### config.mk
export PLATFORM = sky130hd
export DESIGN_NAME = prog_loader_flat
export DESIGN_NICKNAME = d
export VERILOG_FILES = /design/src/rtl/prog_loader_if.sv /design/src/rtl/prog_loader.sv /design/src/flat_wrapper.sv
export SDC_FILE = /design/constraint.sdc
export NUM_CORES = 1
export LEC_CHECK = 0
export CORE_MARGIN = 10
export CORE_UTILIZATION = 59
export DETAILED_ROUTE_END_ITERATION = 6
export PLACE_DENSITY = 0.85
export SYNTH_ARGS = -nofsm -noshare
export SYNTH_HDL_FRONTEND = slang
export SYNTH_SLANG_ARGS = --single-unit
### constraint.sdc
create_clock -name clk -period 4.43 [get_ports clk]
set_clock_uncertainty 0.1 [all_clocks]
set_input_delay 0.443 -clock clk [delete_from_list [all_inputs] [get_ports clk]]
set_output_delay 0.443 -clock clk [all_outputs]
set_load 0.005 [all_outputs]
### src/rtl/prog_loader_if.sv
// Loader handshake and memory-load bus. The master (stream source / core side) drives start and the
// input stream; the slave (prog_loader) drives ready, the write port and the status outputs.
interface prog_loader_if;
   logic       start;
   logic [7:0] in_data;
   logic       in_valid;
   logic       in_ready;
   logic       ld_we;
   logic [6:0] ld_addr;
   logic [7:0] ld_data;
   logic       busy;
   logic       done;
   logic       err;
   logic [7:0] wr_count;

   modport master (
      output start, in_data, in_valid,
      input  in_ready, ld_we, ld_addr, ld_data, busy, done, err, wr_count
   );

   modport slave (
      input  start, in_data, in_valid,
      output in_ready, ld_we, ld_addr, ld_data, busy, done, err, wr_count
   );
endinterface

### src/rtl/prog_loader.sv
// Loads a length-prefixed, XOR-checksummed byte stream into instruction memory; a write appears the
// cycle after each accepted data byte. The loader is always ready while busy and simply waits on in_valid=0.
module prog_loader (
   input  logic          clk,
   input  logic          rst_n,
   prog_loader_if.slave  bus
);
   typedef enum logic [1:0] {IDLE, LEN, DATA, CHK} state_t;

   state_t     state_q, state_d;
   logic       in_ready_q, in_ready_d;
   logic       ld_we_q, ld_we_d;
   logic [6:0] ld_addr_q, ld_addr_d;
   logic [7:0] ld_data_q, ld_data_d;
   logic       busy_q, busy_d;
   logic       done_q, done_d;
   logic       err_q, err_d;
   logic [7:0] wr_count_q, wr_count_d;
   logic [7:0] csum_q, csum_d;
   logic [6:0] index_q, index_d;
   logic [7:0] len_q, len_d;
   logic       accept;

   assign accept = bus.in_valid & in_ready_q;

   always_comb begin
      state_d    = state_q;
      ld_we_d    = 1'b0;
      ld_addr_d  = ld_addr_q;
      ld_data_d  = ld_data_q;
      done_d     = 1'b0;
      err_d      = err_q;
      wr_count_d = wr_count_q;
      csum_d     = csum_q;
      index_d    = index_q;
      len_d      = len_q;

      case (state_q)
         IDLE: begin
            if (bus.start) begin
               state_d    = LEN;
               err_d      = 1'b0;
               wr_count_d = 8'd0;
               csum_d     = 8'd0;
            end
         end
         LEN: begin
            if (accept) begin
               if (bus.in_data != 8'd0 && bus.in_data <= 8'd128) begin
                  len_d   = bus.in_data;
                  index_d = 7'd0;
                  state_d = DATA;
               end else begin
                  err_d   = 1'b1;
                  state_d = IDLE;
               end
            end
         end
         DATA: begin
            if (accept) begin
               ld_we_d    = 1'b1;
               ld_addr_d  = index_q;
               ld_data_d  = bus.in_data;
               wr_count_d = wr_count_q + 8'd1;
               csum_d     = csum_q ^ bus.in_data;
               // index holds on the final byte so a 128-byte load never wraps it back to 0
               if (wr_count_q + 8'd1 == len_q) begin
                  state_d = CHK;
               end else begin
                  index_d = index_q + 7'd1;
               end
            end
         end
         CHK: begin
            if (accept) begin
               if (bus.in_data == csum_q) begin
                  done_d = 1'b1;
               end else begin
                  err_d  = 1'b1;
               end
               state_d = IDLE;
            end
         end
         default: state_d = IDLE;
      endcase

      busy_d     = (state_d != IDLE);
      in_ready_d = (state_d != IDLE);
   end

   always_ff @(posedge clk or posedge rst_n) begin
      if (rst_n) begin
         state_q    <= IDLE;
         in_ready_q <= 1'b0;
         ld_we_q    <= 1'b0;
         ld_addr_q  <= 7'd0;
         ld_data_q  <= 8'd0;
         busy_q     <= 1'b0;
         done_q     <= 1'b0;
         err_q      <= 1'b0;
         wr_count_q <= 8'd0;
         csum_q     <= 8'd0;
         index_q    <= 7'd0;
         len_q      <= 8'd0;
      end else begin
         state_q    <= state_d;
         in_ready_q <= in_ready_d;
         ld_we_q    <= ld_we_d;
         ld_addr_q  <= ld_addr_d;
         ld_data_q  <= ld_data_d;
         busy_q     <= busy_d;
         done_q     <= done_d;
         err_q      <= err_d;
         wr_count_q <= wr_count_d;
         csum_q     <= csum_d;
         index_q    <= index_d;
         len_q      <= len_d;
      end
   end

   assign bus.in_ready = in_ready_q;
   assign bus.ld_we    = ld_we_q;
   assign bus.ld_addr  = ld_addr_q;
   assign bus.ld_data  = ld_data_q;
   assign bus.busy     = busy_q;
   assign bus.done     = done_q;
   assign bus.err      = err_q;
   assign bus.wr_count = wr_count_q;
endmodule

### src/flat_wrapper.sv
// flat-port wrapper written by rule: the top's interface ports become plain ports
module prog_loader_flat 
  (clk, rst_n, bus_start, bus_in_data, bus_in_valid, bus_in_ready, bus_ld_we, bus_ld_addr, bus_ld_data, bus_busy, bus_done, bus_err, bus_wr_count);
  prog_loader_if bus_i ();
  input  logic clk;
  input  logic rst_n;
  input wire logic [$bits(bus_i.start)-1:0] bus_start;
  input wire logic [$bits(bus_i.in_data)-1:0] bus_in_data;
  input wire logic [$bits(bus_i.in_valid)-1:0] bus_in_valid;
  output wire logic [$bits(bus_i.in_ready)-1:0] bus_in_ready;
  output wire logic [$bits(bus_i.ld_we)-1:0] bus_ld_we;
  output wire logic [$bits(bus_i.ld_addr)-1:0] bus_ld_addr;
  output wire logic [$bits(bus_i.ld_data)-1:0] bus_ld_data;
  output wire logic [$bits(bus_i.busy)-1:0] bus_busy;
  output wire logic [$bits(bus_i.done)-1:0] bus_done;
  output wire logic [$bits(bus_i.err)-1:0] bus_err;
  output wire logic [$bits(bus_i.wr_count)-1:0] bus_wr_count;
  assign bus_i.start = bus_start;
  assign bus_i.in_data = bus_in_data;
  assign bus_i.in_valid = bus_in_valid;
  assign bus_in_ready = bus_i.in_ready;
  assign bus_ld_we = bus_i.ld_we;
  assign bus_ld_addr = bus_i.ld_addr;
  assign bus_ld_data = bus_i.ld_data;
  assign bus_busy = bus_i.busy;
  assign bus_done = bus_i.done;
  assign bus_err = bus_i.err;
  assign bus_wr_count = bus_i.wr_count;
  prog_loader u_core (.clk(clk), .rst_n(rst_n), .bus(bus_i));
endmodule
======== Word level (Yosys, flattened, before mapping) ========
Cells that the tools add are included.
operators by class
  $add $sub $neg .......................... 2
  magnitude comparators ................... 1
  equality and inequality tests ........... 13
  mux-type cells .......................... 28
  bitwise operators ....................... 2
  reduce and logical (&&, ||, !) cells .... 12
operators with widths
  operator               count
  $pmux W8 S2            2
  $mux W7                4
  $mux W8                3
  $eq A8 B8 Y1           2
  $pmux W7 S2            1
  $mux W2                6
  $mux W1                10
  $add A8 B1 Y8 const B  1
  $le A8 B8 Y1 const B   1
  $ne A2 B1 Y1 const B   4
  $ne A2 B2 Y1 const B   4
  $pmux W2 S4            1
  $reduce_bool A8 Y1     1
  $xor A8 B8 Y8          1
  $add A7 B1 Y7 const B  1
  $reduce_and A3 Y1      2
  $reduce_and A6 Y1      1
  $reduce_bool A2 Y1     3
  $reduce_and A5 Y1      1
  $eq A2 B2 Y1 const B   2
  $pmux W1 S3            1
  $reduce_bool A3 Y1     1
  $eq A2 B1 Y1 const B   1
  $logic_not A2 Y1       1
  other kinds (3)        3
word-level totals
  register bits ........................... 52
  input port bits ......................... 12

======== Logic depth before layout (Yosys ltp) ========
  word-level depth ........................ 6
  mapped depth ............................ 8

======== Worst setup path after synthesis ========
Ideal clock, no wire load.
  kind .................................... register to register
  start ................................... reg u_core.wr_count_q[0], in the netlist u_core.bus.wr_count[0]
  end ..................................... reg u_core.index_q[4]
  library setup time ...................... 0.069 ns
  arrival ................................. 2.167 ns
  setup slack ............................. 2.093 ns
  cell stages (with the launch flop) ...... 8
  path buffers ............................ 0
  cells stage by stage .................... dfrtp_1 > ha_1 > nand3_1 > or3_2 > a41oi_1 > a311oi_2 > or4_1 > nand3_1
on the way
  cells in the longest elaborated chain, start to end .. 4
RTL lines
  what                         RTL line            text
  start: declaration           prog_loader.sv:18   logic [7:0] wr_count_q, wr_count_d;
  start signal: assignment     prog_loader.sv:114  wr_count_q <= wr_count_d;
  $add A8 B1 Y8                prog_loader.sv:67   if (wr_count_q + 8'd1 == len_q) begin
  $eq A8 B8 Y1                 prog_loader.sv:67
  $ne A2 B2 Y1 (no line)       --
  $reduce_and A5 Y1 (no line)  --
  end signal: assignment       prog_loader.sv:116  index_q <= index_d;
  end: declaration             prog_loader.sv:20   logic [6:0] index_q, index_d;
No other way between the ends.
A chain may end at the register's enable or synchronous reset.

======== Worst setup path after layout ========
  start ................................... reg u_core.state_q[0]
  end ..................................... reg u_core.csum_q[0]
on the way
  cells in the longest elaborated chain, start to end .. 3
RTL lines
  what                                                     RTL line            text
  start: declaration                                       prog_loader.sv:10   state_t state_q, state_d;
  start signal: assignment                                 prog_loader.sv:106  state_q <= state_d;
  $eq A2 B2 Y1 / $logic_not A2 Y1 (equally long branches)  prog_loader.sv:38   case (state_q)
  $ne A2 B1 Y1 (no line) (tied with other cells)           --
  $reduce_and A3 Y1 (no line)                              --
  end signal: assignment                                   prog_loader.sv:115  csum_q <= csum_d;
  end: declaration                                         prog_loader.sv:19   logic [7:0] csum_q, csum_d;
Parallel ways exist; a longest one is shown, timed or not.

==> flow_summary.json <==
{
  "syn_area_per_cell_um2": 9.64,
  "setup_ws_ns": 1.57,
  "pin_count": 40,
  "ys.warnings.count": 0,
  "hold-path-endpoint": "u_core.bus.ld_addr[6]",
  "crit_type": "flip-flop to flip-flop",
  "multi_input_area_um2": 1400,
  "antenna_found_initial": 0,
  "drtAntennaViolNets": 0,
  "route.detailed.drc": 0,
  "gp_congestion": 0.884,
  "core_area_um2": 4660,
  "r2r_start": "u_core.state_q[0]",
  "ctsHoldBuffers": 0,
  "hp-class": "flip-flop to flip-flop",
  "hold_start": "u_core.bus.ld_addr[6]",
  "swShare_pct": 39.6,
  "clk_pin_slew_ns": 0.10,
  "status": "completed",
  "synth_top_area_share_pct": 46.4,
  "cp_max_fo": 22,
  "final_cell_mix": "68 x nand2_1, 52 x dfrtp_1, 39 x clkdlybuf4s50_1",
  "ctsResizeCount": 0,
  "finalHoldViolations": 0,
  "drt_first_pass_iters": 4,
  "max_freq_ghz": 0.349,
  "worst_setup_path_start_kind": "flip-flop",
  "cp.arrival_ns": 2.99,
  "rsz0062_at_grt": "no",
  "rrSetupSlack_ns": 1.57,
  "switchingPower_mw": 0.787,
  "num_rows": 25,
  "cts.path.max_buffers": 2,
  "required_ns": 4.56,
  "grt_pass1_vias": 2226,
  "fill_cells": 356,
  "async_reset_ff_share_pct": 100,
  "slew_viol_final": 0,
  "viasPerCell": 6.00,
  "pwr-share-seq_pct": 41.6,
  "cts.sinks": 52,
  "crit_chain": "inv_1, ha_1, nand3_2, buf_4, inv_2, and2_1, nand2_1, o21ai_0",
  "worst_pin_slew_ns": 1.04,
  "final_common_cell": "nand2_1",
  "overflow": 0,
  "peakVddDrop_uv": 365,
  "nNetsFinal": 347,
  "leakagePower_nw": 1.47,
  "fin_crit_ns": 2.86,
  "port_buffers": 39,
  "root_buffer": "clkbuf_8",
  "regArea_um2": 1300,
  "fin_crit_sh_pct": 64.6,
  "dieArea_um2": 7920,
  "slew_headroom_pct": 30.5,
  "synth-seq-area-share_pct": 46.4,
  "wl_um": 6550,
  "post-cts-setup-buffer-count": 0,
  "dp_slack_ns": 1.55,
  "start_util_pct": 60.2,
  "synth.distinct_cells": 56,
  "end_kind": "flip-flop",
  "hpwl_um": 4590,
  "wire_per_inst_um": 17.0,
  "die_h_um": 89.0,
  "power_density_nw_per_um2": 604,
  "diodes": 0,
  "synth_nets": 309,
  "max_cap_viol_count": 0,
  "ys_ff_latch": 52,
  "htree_levels": 2,
  "hold_depth": 2,
  "setup_tns_ns": 0,
  "grt_usage_pct": 17.5,
  "area_growth_pct": 17.2,
  "clk_latency_ns": 0.31,
  "syn_inst": 291,
  "drive_gt1_share_pct": 10.0,
  "cts_buffers": 5,
  "p_int_mw": 1.20,
  "vias": 2304,
  "synth.area.top_cells": "dfrtp_1 46%, nand2_1 9.1%, o21ai_0 4.3%, mux2_2 3.6%, xnor2_1 2.8%",
  "cts_tree": "done",
  "slowest_stage": "ha_1",
  "ff2ff_path_depth": 8,
  "slowest_delay_ns": 0.66,
  "netlist_area_um2": 2810,
  "grt_max_degree": 53,
  "die_w_um": 89.0,
  "grt_pass1_wl_um": 11000,
  "setup_viol": 0,
  "dr.first_iter.drc_count": 139,
  "netlist.top_cell.by_area": "dfrtp_1",
  "p_comb_share_pct": 44.3,
  "clockPowerShare_pct": 14.1,
  "reg2reg_to": "u_core.csum_q[0]",
  "synth_edf_count": 0,
  "synth_top_flop_cell": "dfrtp_1"
}
==> worst max path at each step <==
stage | from | end | slack [ns] | cells past startpoint
after floorplan | u_core.bus.wr_count[0] | u_core.index_q[4] | 2.09 | 7
after global placement | bus_in_data[3] | u_core.index_q[3] | 1.60 | 7
after detailed placement | bus_in_data[4] | u_core.index_q[3] | 1.55 | 7
after CTS | u_core.state_q[0] | u_core.csum_q[0] | 1.58 | 8
after global routing | u_core.state_q[0] | u_core.bus.wr_count[2] | 1.33 | 8
final | u_core.state_q[0] | u_core.csum_q[0] | 1.57 | 8
==> synthesized netlist by cell type, types with 2 or more instances <==
library cell / number
o21ai_0: 24
xor2_1: 4
o211ai_1: 5
nand2b_1: 10
or2_2: 2
and2_1: 3
nand4_1: 4
inv_1: 8
nor3_1: 3
mux2i_1: 2
nor3b_1: 3
a21boi_0: 2
a21oi_1: 4
o31ai_1: 2
nor2b_1: 6
a22o_1: 4
or4_1: 3
clkbuf_1: 6
mux2_2: 9
dfrtp_1: 52
xnor2_1: 9
or3_2: 2
nand3_1: 12
ha_1: 6
nand2_1: 68
nor4_1: 2
nor2_1: 7
==> metal layers <==
layer / GRT usage (%) / vias up / part of all wire [%]
met5: 0 / - / 0
met2: 29.8 / 52 / 50
met1: 21.8 / 1145 / 44
li1: - / 1099 / -
met3: 4.28 / 8 / 4.3
met4: 4.62 / 0 / 0.84
==> registers in the layout (all words and copies together) (netlist names) <==
signal	cells
u_core.bus.ld_data	8
u_core.bus.wr_count	8
u_core.csum_q	8
u_core.len_q	8
u_core.bus.ld_addr	7
u_core.index_q	7
u_core.state_q	2
u_core.bus.done	1
u_core.bus.err	1
u_core.bus.in_ready	1
u_core.bus.ld_we	1
==> layout make-up <==
class	count	area share, %
Clock inverter	3	0.723
Inverter	9	1.03
Tap cell	54	2.05
Clock buffer	5	2.09
Multi-Input combinational cell	221	42.4
Timing Repair Buffer	40	12.1
Sequential cell	52	39.6
==> per-stage QoR <==
step	area (um^2)	std cells	util [%]	hold slack, ns	total power, mW
floorplan	2810	291	-	0.370	1.36
detailed placement	3200	376	68.6	0.361	1.70
CTS	3290	384	70.6	0.390	1.99
global placement	3200	376	68.6	0.358	1.67
finish	3290	384	70.6	0.385	1.99
global route	3290	384	70.6	0.398	2.14
==> worst max-delay path: cells and delay by family (launching register included) <==
kind / cells / cell delay, ns
compound gates: 1 / 0.18
flops: 1 / 0.42
buf+inv: 3 / 0.65
simple gates: 3 / 0.74
fa+ha+maj: 1 / 0.66
==> power by group through the flow <==
stage          Sequential, mW  Clock [mW]  Combinational, mW
6_report                0.827       0.280              0.880
5_1_grt                 0.853       0.301              0.983
2_1_floorplan           0.798           0              0.560
4_1_cts                 0.822       0.280              0.884
3_3_place_gp            0.819           0              0.850
3_5_place_dp            0.829           0              0.874
==> cell families (layout without fill, tap and decap cells) <==
logic type / count (synthesis) / count (layout) / share of synthesized area [%]
AND/OR/NAND/NOR: 134 / 134 / 23.5
AO/OA/AOI/OAI: 56 / 56 / 14.2
adder cells (fa/ha/maj): 6 / 6 / 2.67
multiplexers: 11 / 11 / 4.32
XOR/XNOR: 14 / 14 / 4.99
flip-flops: 52 / 52 / 46.4
buffers and inverters: 18 / 57 / 3.92
(Power assumes the default switching activity.)
